`src/rtl/sa_fmap_reader.sv`:
```
// Drain stage for the accumulate/pool block: waits for all enabled pool lanes,
// then reads the pooled map from the SA-data BRAM and streams it out over valid/ready.
module sa_fmap_reader #(
    parameter int unsigned ADDR_W = 14,
    parameter int unsigned DATA_W = 8,
    parameter int unsigned LANES  = 16
) (
    input  logic              clk,
    input  logic              rst_n,
    input  logic              start_i,
    input  logic [LANES-1:0]  lane_mask_i,
    input  logic [4:0]        pool_size_i,
    input  logic [5:0]        ch_i,
    input  logic [LANES-1:0]  pool_last_i,
    output logic              sa_rden_o,
    output logic [ADDR_W-1:0] sa_rdptr_o,
    input  logic [DATA_W-1:0] sa_rdata_i,
    output logic              m_valid_o,
    output logic [DATA_W-1:0] m_data_o,
    output logic              m_last_o,
    input  logic              m_ready_i,
    output logic              busy_o,
    output logic              done_o,
    output logic              err_o
);

    localparam int unsigned CNT_W     = 16;
    localparam int unsigned MAX_WORDS = 32'(1) << ADDR_W;

    typedef enum logic [1:0] {
        S_IDLE  = 2'd0,
        S_ARM   = 2'd1,
        S_READ  = 2'd2,
        S_DRAIN = 2'd3
    } state_t;

    state_t             state_q, state_d;
    logic [LANES-1:0]   mask_q, mask_d;
    logic [LANES-1:0]   sticky_q, sticky_d;
    logic [CNT_W-1:0]   n_q, n_d;
    logic [ADDR_W-1:0]  addr_q, addr_d;
    logic               done_q, done_d;
    logic               err_q, err_d;

    logic               inflight_q;
    logic               infl_last_q;
    logic [DATA_W-1:0]  fdata_q [2];
    logic [1:0]         flast_q;
    logic               wr_q;
    logic               rd_q;
    logic [1:0]         count_q, count_d;

    logic [CNT_W-1:0]   n_c;
    logic               oversize_c;
    logic               issue_c;
    logic               last_c;
    logic               push_c;
    logic               pop_c;

    // Word count of the requested map; the 16-bit product is exact for 5b*5b*6b.
    assign n_c        = CNT_W'(pool_size_i) * CNT_W'(pool_size_i) * CNT_W'(ch_i);
    assign oversize_c = 32'(n_c) > MAX_WORDS;

    // One read in flight plus FIFO occupancy never exceeds the two skid entries.
    assign issue_c = (state_q == S_READ) && (n_q != '0)
                     && ((3'(count_q) + 3'(inflight_q)) < 3'd2);
    assign last_c  = (CNT_W'(addr_q) == (n_q - CNT_W'(1)));
    assign push_c  = inflight_q;
    assign pop_c   = (count_q != 2'd0) && m_ready_i;

    always_comb begin
        count_d = count_q;
        unique case ({push_c, pop_c})
            2'b10:   count_d = count_q + 2'd1;
            2'b01:   count_d = count_q - 2'd1;
            default: count_d = count_q;
        endcase
    end

    // Next-state and control decode.
    always_comb begin
        state_d  = state_q;
        mask_d   = mask_q;
        sticky_d = sticky_q;
        n_d      = n_q;
        addr_d   = addr_q;
        done_d   = 1'b0;
        err_d    = 1'b0;
        unique case (state_q)
            S_IDLE: begin
                sticky_d = '0;
                if (start_i) begin
                    if (oversize_c) begin
                        err_d = 1'b1;
                    end else begin
                        mask_d  = lane_mask_i;
                        n_d     = n_c;
                        addr_d  = '0;
                        state_d = S_ARM;
                    end
                end
            end
            S_ARM: begin
                sticky_d = sticky_q | pool_last_i;
                if (((sticky_q | pool_last_i) & mask_q) == mask_q) begin
                    state_d = S_READ;
                end
            end
            S_READ: begin
                if (n_q == '0) begin
                    done_d  = 1'b1;
                    state_d = S_IDLE;
                end else if (issue_c) begin
                    addr_d = addr_q + ADDR_W'(1);
                    if (last_c) begin
                        state_d = S_DRAIN;
                    end
                end
            end
            S_DRAIN: begin
                // Leave as the final pop empties the FIFO so busy_o falls with done_o.
                if ((count_d == 2'd0) && !issue_c) begin
                    done_d  = 1'b1;
                    state_d = S_IDLE;
                end
            end
            default: state_d = S_IDLE;
        endcase
    end

    always_ff @(posedge clk or negedge rst_n) begin
        if (!rst_n) begin
            state_q  <= S_IDLE;
            mask_q   <= '0;
            sticky_q <= '0;
            n_q      <= '0;
            addr_q   <= '0;
            done_q   <= 1'b0;
            err_q    <= 1'b0;
        end else begin
            state_q  <= state_d;
            mask_q   <= mask_d;
            sticky_q <= sticky_d;
            n_q      <= n_d;
            addr_q   <= addr_d;
            done_q   <= done_d;
            err_q    <= err_d;
        end
    end

    // Read-latency tracking and the 2-entry skid FIFO.
    always_ff @(posedge clk or negedge rst_n) begin
        if (!rst_n) begin
            inflight_q  <= 1'b0;
            infl_last_q <= 1'b0;
            fdata_q[0]  <= '0;
            fdata_q[1]  <= '0;
            flast_q     <= '0;
            wr_q        <= 1'b0;
            rd_q        <= 1'b0;
            count_q     <= '0;
        end else begin
            inflight_q  <= issue_c;
            infl_last_q <= issue_c && last_c;
            if (push_c) begin
                fdata_q[wr_q] <= sa_rdata_i;
                flast_q[wr_q] <= infl_last_q;
                wr_q          <= ~wr_q;
            end
            if (pop_c) begin
                rd_q <= ~rd_q;
            end
            count_q <= count_d;
        end
    end

    assign sa_rden_o  = issue_c;
    assign sa_rdptr_o = addr_q;
    assign m_valid_o  = (count_q != 2'd0);
    assign m_data_o   = fdata_q[rd_q];
    assign m_last_o   = flast_q[rd_q];
    assign busy_o     = (state_q != S_IDLE);
    assign done_o     = done_q;
    assign err_o      = err_q;

endmodule

```
`config.mk`:
```
export PLATFORM = sky130hd
export DESIGN_NAME = sa_fmap_reader
export DESIGN_NICKNAME = d
export VERILOG_FILES = /design/src/rtl/sa_fmap_reader.sv
export SDC_FILE = /design/constraint.sdc
export NUM_CORES = 1
export LEC_CHECK = 0
export ABC_AREA = 1
export BUFFER_PORTS_ARGS = -buffer_cell sky130_fd_sc_hd__buf_2
export CORE_MARGIN = 5
export CORE_UTILIZATION = 40
export CTS_BUF_LIST = sky130_fd_sc_hd__clkbuf_4
export CTS_CLUSTER_DIAMETER = 150
export DETAILED_ROUTE_END_ITERATION = 16
export GPL_ROUTABILITY_DRIVEN = 1
export PLACE_DENSITY = 0.58
export SETUP_SLACK_MARGIN = 0.5
export SLEW_MARGIN = 20
export SYNTH_ARGS = -nofsm -noshare
export SYNTH_HDL_FRONTEND = slang
export SYNTH_SLANG_ARGS = --single-unit
```
`constraint.sdc`:
```
create_clock -name clk -period 6.2 [get_ports clk]
set_input_delay 1.24 -clock clk [delete_from_list [all_inputs] [get_ports clk]]
set_output_delay 1.24 -clock clk [all_outputs]
set_load 0.02 [all_outputs]
```
# Yosys cells after proc, flatten, opt, wreduce, memory -nomap -nowiden

Index checks and enable logic that the tools add are counted.

Bits in registers: 90
Output and inout port bits: 28
Logic and storage cells: 103

Add/subtract/negate cells: 5
Multipliers: 2
Order comparisons: 8
Equal/unequal tests: 15
Mux-type cells: 32
Bitwise operators: 7
Reductions and logical operators: 19

Operators by type and width:

| kind                    | count |
|---|---|
| $mux W14                | 4 |
| $mux W8                 | 4 |
| $pmux W16 S2            | 1 |
| $pmux W14 S2            | 1 |
| $and A16 B16 Y16        | 1 |
| $bwmux W16              | 1 |
| $eq A14 B16 Y1          | 1 |
| $eq A16 B16 Y1          | 1 |
| $gt A16 B15 Y1 const B  | 1 |
| $logic_not A16 Y1       | 1 |
| $mul A10 B6 Y16         | 1 |
| $or A16 B16 Y16         | 1 |
| $reduce_bool A16 Y1     | 1 |
| $sub A16 B1 Y16 const B | 1 |
| $add A14 B1 Y14 const B | 1 |
| $mux W2                 | 7 |
| $ne A2 B2 Y1 const B    | 6 |
| $mul A5 B5 Y10          | 1 |
| $demux W8 S1            | 1 |
| $mux W1                 | 8 |
| $pmux W2 S4             | 1 |
| $reduce_bool A2 Y1      | 4 |
| $logic_and A1 B1 Y1     | 7 |
| $eq A2 B2 Y1 const B    | 3 |
| 21 further kinds        | 29 |

# Depth between registers and ports, before layout

Depth after elaboration: 8
Gate-level depth with buffers: 42

# Worst setup path before layout

OpenSTA, ideal clock, no wires.

Path type: input to register
Start: input pool_size_i[0]
End: register addr_q[8], in the netlist sa_rdptr_o[8]
Data arrival time: 7.580 ns
Setup slack: -1.498 ns
Cell stages on the path: 37
Buffers on the path: 2
Cell sequence: buf_2 > nand2_1 > fa_1 > fa_1 > fa_1 > inv_1 > ha_1 > a21oi_1 > o21ai_0 > nand2_1 > nand2_1 > a21oi_1 > nor2_1 > o21ai_0 > nand2_1 > nand3_1 > nand2_1 > nor2_1 > fa_1 > fa_1 > inv_1 > fa_1 > inv_1 > ha_1 > a21oi_1 > nand2_1 > nand2_1 > nand3_1 > nand2_1 > nand2_1 > nor2_1 > nand3_2 > nand3_2 > nand2_4 > buf_6 > nand2_1 > o21ai_2

Longest elaborated chain between the ends: 5

RTL lines:

| what                        | RTL line | text |
|---|---|---|
| start, declared             | 12       | `input logic [4:0] pool_size_i,` |
| $mul A5 B5 Y10              | 61       | `assign n_c = CNT_W'(pool_size_i) * CNT_W'(pool_size_i) * CNT_W'(ch_i);` |
| $mul A10 B6 Y16             | 61       |  |
| $gt A16 B15 Y1              | 62       | `assign oversize_c = 32'(n_c) > MAX_WORDS;` |
| $ne A2 B2 Y1 (no line)      | -        |  |
| $reduce_and A5 Y1 (no line) | -        |  |
| end signal, assigned        | 145      | `addr_q <= addr_d;` |
| end, declared               | 41       | `logic [ADDR_W-1:0] addr_q, addr_d;` |

No other way between the ends.
A chain may end at the register's enable or synchronous reset.

# Worst setup path after layout

Start: input pool_size_i[0]
End: register n_q[11]

Longest elaborated chain between the ends: 5

RTL lines:

| what                        | RTL line | text |
|---|---|---|
| $mul A5 B5 Y10 *            | 61       |  |
| $mul A10 B6 Y16 *           | 61       |  |
| $gt A16 B15 Y1              | 62       |  |
| $not A1 Y1 (no line)        | -        |  |
| $reduce_and A3 Y1 (no line) | -        |  |
| end signal, assigned        | 144      | `n_q <= n_d;` |
| end, declared               | 40       | `logic [CNT_W-1:0] n_q, n_d;` |

Mark *: on every way between the ends. The rest lies on a longest branch, timed or not.

==> impl_metrics.yaml <==
place:
  dp_hpwl_mm: 13.08
  numPortBuffers: 82
  dp.cells: 1344
  globalplace.congestion: 0.8591
  post_dp_cell_area_mm2: 0.008217
critical_path:
  r2r-start: "state_q[1]"
  arrival_ns: 7.50
  crit_required_ns: 6.59
  cpPeakStageDelay_ns: 0.56
  worstPathMaxFanout: 6
  rrSetupSlack_ns: 3.67
  r2r_cells: 8
  start_kind: "primary input"
  worst_path_max_delay_cell: "fa_1"
  worstSetupPathType: "in2reg"
  cpMostUsedCell: "buf_4"
  end_kind: "flip-flop"
  r2r_end: "sa_rdptr_o[5]"
flow_run:
  maxCapViolCount: 0
route:
  num_vias: 6465
  vias_per_cell: 4.634
  dr.pass1.iters: 5
  drc: 0
  postRouteAntennaNets: 0
  wl_per_cell_um: 12.44
  wl_mm: 17.35
  drt_iter0_drc: 184
logic_synthesis:
  synthTopCellsByArea: "dfrtp_1 (32%), nand2_1 (18%), fa_1 (9.0%)"
  synth_nets: 1126
  yosysSeqAreaShare_pct: 31.63
  synth.distinct_cells: 35
  synth-seq-cells: 90
  ys.flop_type: "dfrtp_1"
  synth-edff-count: 0
  synth-warning-count: 0
  syn-cell-area_mm2: 0.007119
  postSynthCellCount: 1002
  yosysTopAreaCellShare_pct: 31.63
  postSynth.asyncResetShare_pct: 100.0
  yosys.area.top_type: "dfrtp_1"
  postSynthAreaPerCell_um2: 7.105
floorplanning:
  fp.dieW_um: 143.4
  die_area_mm2: 0.02057
  die_h_um: 143.4
  rows: 48
  core_mm2: 0.01736
  initial_core_util_pct: 41.02
  ios: 83
pwr:
  p_sw_w: 0.001942
  p_per_area_mw_per_mm2: 463.9
  comb_power_share_pct: 67.9
  p_int_w: 0.002202
  power.share.clock_pct: 8.5
  ir_drop_mv: 0.2106
  p_leak_nw: 4.868
  p_sw_share_pct: 46.87
  seq_power_share_pct: 23.6
min_path:
  hold_path.startpoint: "mask_q[5]"
  hold-path-cell-count: 2
  hold_end: "mask_q[5]"
  hold_class: "reg2reg"
grt:
  antenna_found_initial: 1
  grt_pass1_wl_mm: 28.94
  track_usage_pct: 17.11
  grt_pass1_vias: 6342
  grt-ovfl-total: 0
  grt_max_degree: 70
cts:
  cts_root_buffer: "clkbuf_4"
  tritoncts: "yes"
  cts.sinks: 90
  holdBufCountCts: 0
  cts-buffers-inserted: 9
  clkTransAtPathRegs_ns: 0.15
  insertion_delay_ns: 0.48
  clockBufferDepth: 2
  htree_levels: 3
sta:
  finalSetupViolCount: 49
  finalWorstPathRequiredPeriod_ns: 7.109
  skew_ns: 0.03272
  slew_headroom_pct: 41.63
  fmax_mhz: 140.7
  setup_slack_ns: -0.9092
  rsz0062_at_grt: "true"
  slew_viol_final: 0
  finalHoldViolCount: 0
  fin_crit_sh_pct: 114.7
  fin_hold_ws_ns: 0.4935
  worst_slew_pin_slew_ns: 0.8756
final_layout:
  layout-drive-gt1-share_pct: 24.72
  nFillCells: 1780
  regArea_mm2: 0.002252
  fin_nets: 1288
  multi_input_area_mm2: 0.004422
  design_area_mm2: 0.008934
  final_cells: 1395
  area_growth_pct: 25.48
  final_cell_mix: "nand2_1 (309), inv_1 (159), nor2_1 (97), dfrtp_1 (90), buf_2 (79)"
  final_common_cell: "nand2_1"
run_status:
  status: "finished, violations left"
  violations: "negative setup slack"
==> power by group through the flow <==
stage,Clock (W),Combinational (W),Sequential (W)
final,0.000350,0.00281,0.000980
after global routing,0.000386,0.00320,0.00101
after CTS,0.000364,0.00266,0.000978
after detailed placement,0,0.00238,0.000989
after global placement,0,0.00235,0.000986
after floorplan,0,0.00170,0.000943
==> worst max-delay path, delay by kind of cell <==
kind,cells,cell delay (ns)
xor gates and xnor gates,1,0.22
buffers and inverters,15,1.40
AOI/OAI and AO/OA,4,0.46
adders and majority gates,8,3.59
and+or+nand+nor,9,0.61
==> metal layers <==
| layer | track usage [%] | wire, um |
|---|---|---|
| met1 | 22.01 | 7850 |
| met2 | 29.93 | 8688 |
| met3 | 2.263 | 475 |
| met4 | 5.401 | 335 |
| met5 | 0 | 0 |
==> cell usage after synthesis, drive strengths merged, types with 13 or more instances <==
| library cell | instances |
|---|---|
| fa | 32 |
| ha | 37 |
| dfrtp | 90 |
| o21ai | 70 |
| nand3 | 48 |
| nand2 | 343 |
| nor2 | 114 |
| nand4 | 15 |
| inv | 166 |
| xor2 | 13 |
| a21oi | 19 |
==> worst max-delay path by stage <==
| stage | startpoint | depth (start not counted) | to |
|---|---|---|---|
| after global placement | pool_size_i[0] | 35 | sa_rdptr_o[1] |
| after CTS | pool_size_i[0] | 37 | n_q[10] |
| after detailed placement | pool_size_i[0] | 35 | sa_rdptr_o[8] |
| final | pool_size_i[0] | 37 | n_q[11] |
| after floorplan | pool_size_i[0] | 40 | sa_rdptr_o[8] |
| after global routing | pool_size_i[0] | 38 | n_q[2] |
==> flip-flops by register name (all words and copies together), names as in the netlist <==
signal,flops
inflight_q,1
wr_q,1
done_o,1
mask_q,16
err_o,1
sticky_q,16
sa_rdptr_o,14
state_q,2
rd_q,1
flast_q,2
fdata_q,16
infl_last_q,1
count_q,2
n_q,16
==> kinds of logic after synthesis <==
group	count (synthesis)	share of synthesized area, %
and+or+nand+nor	546	31.97
adders and majority gates	69	15.50
xor gates and xnor gates	22	2.707
AOI/OAI and AO/OA	92	7.522
DFF	90	31.63
buffers and inverters	183	10.67
==> what timing repair did <==
item,in CTS,in global routing
pin swaps,13,10
buffers inserted,22,5
cloned,2,5
setup endpoints to repair,49,49
resized for setup,19,32
==> final cells by class <==
type	count	share of cell area (%)
antenna	1	0.02801
multi-input combinational	731	49.50
tap	225	3.151
clock inverter	6	0.8123
timing repair buffer	164	13.26
clock buffer	10	0.8403
inverter	168	7.199
sequential	90	25.21
==> metrics by stage <==
step | setup TNS (ns) | setup slack (ns) | utilization, % | total power (W)
6_report | -39.60 | -0.9092 | 51.47 | 0.004144
5_1_grt | -57.60 | -1.242 | 51.47 | 0.004601
4_1_cts | -36.07 | -0.7945 | 50.01 | 0.003996
3_5_place_dp | -70.54 | -1.490 | 47.34 | 0.003372
3_3_place_gp | -67.11 | -1.415 | 47.34 | 0.003335
2_1_floorplan | -48.55 | -1.028 | - | 0.002643
Power figures use the tool's default switching activity.
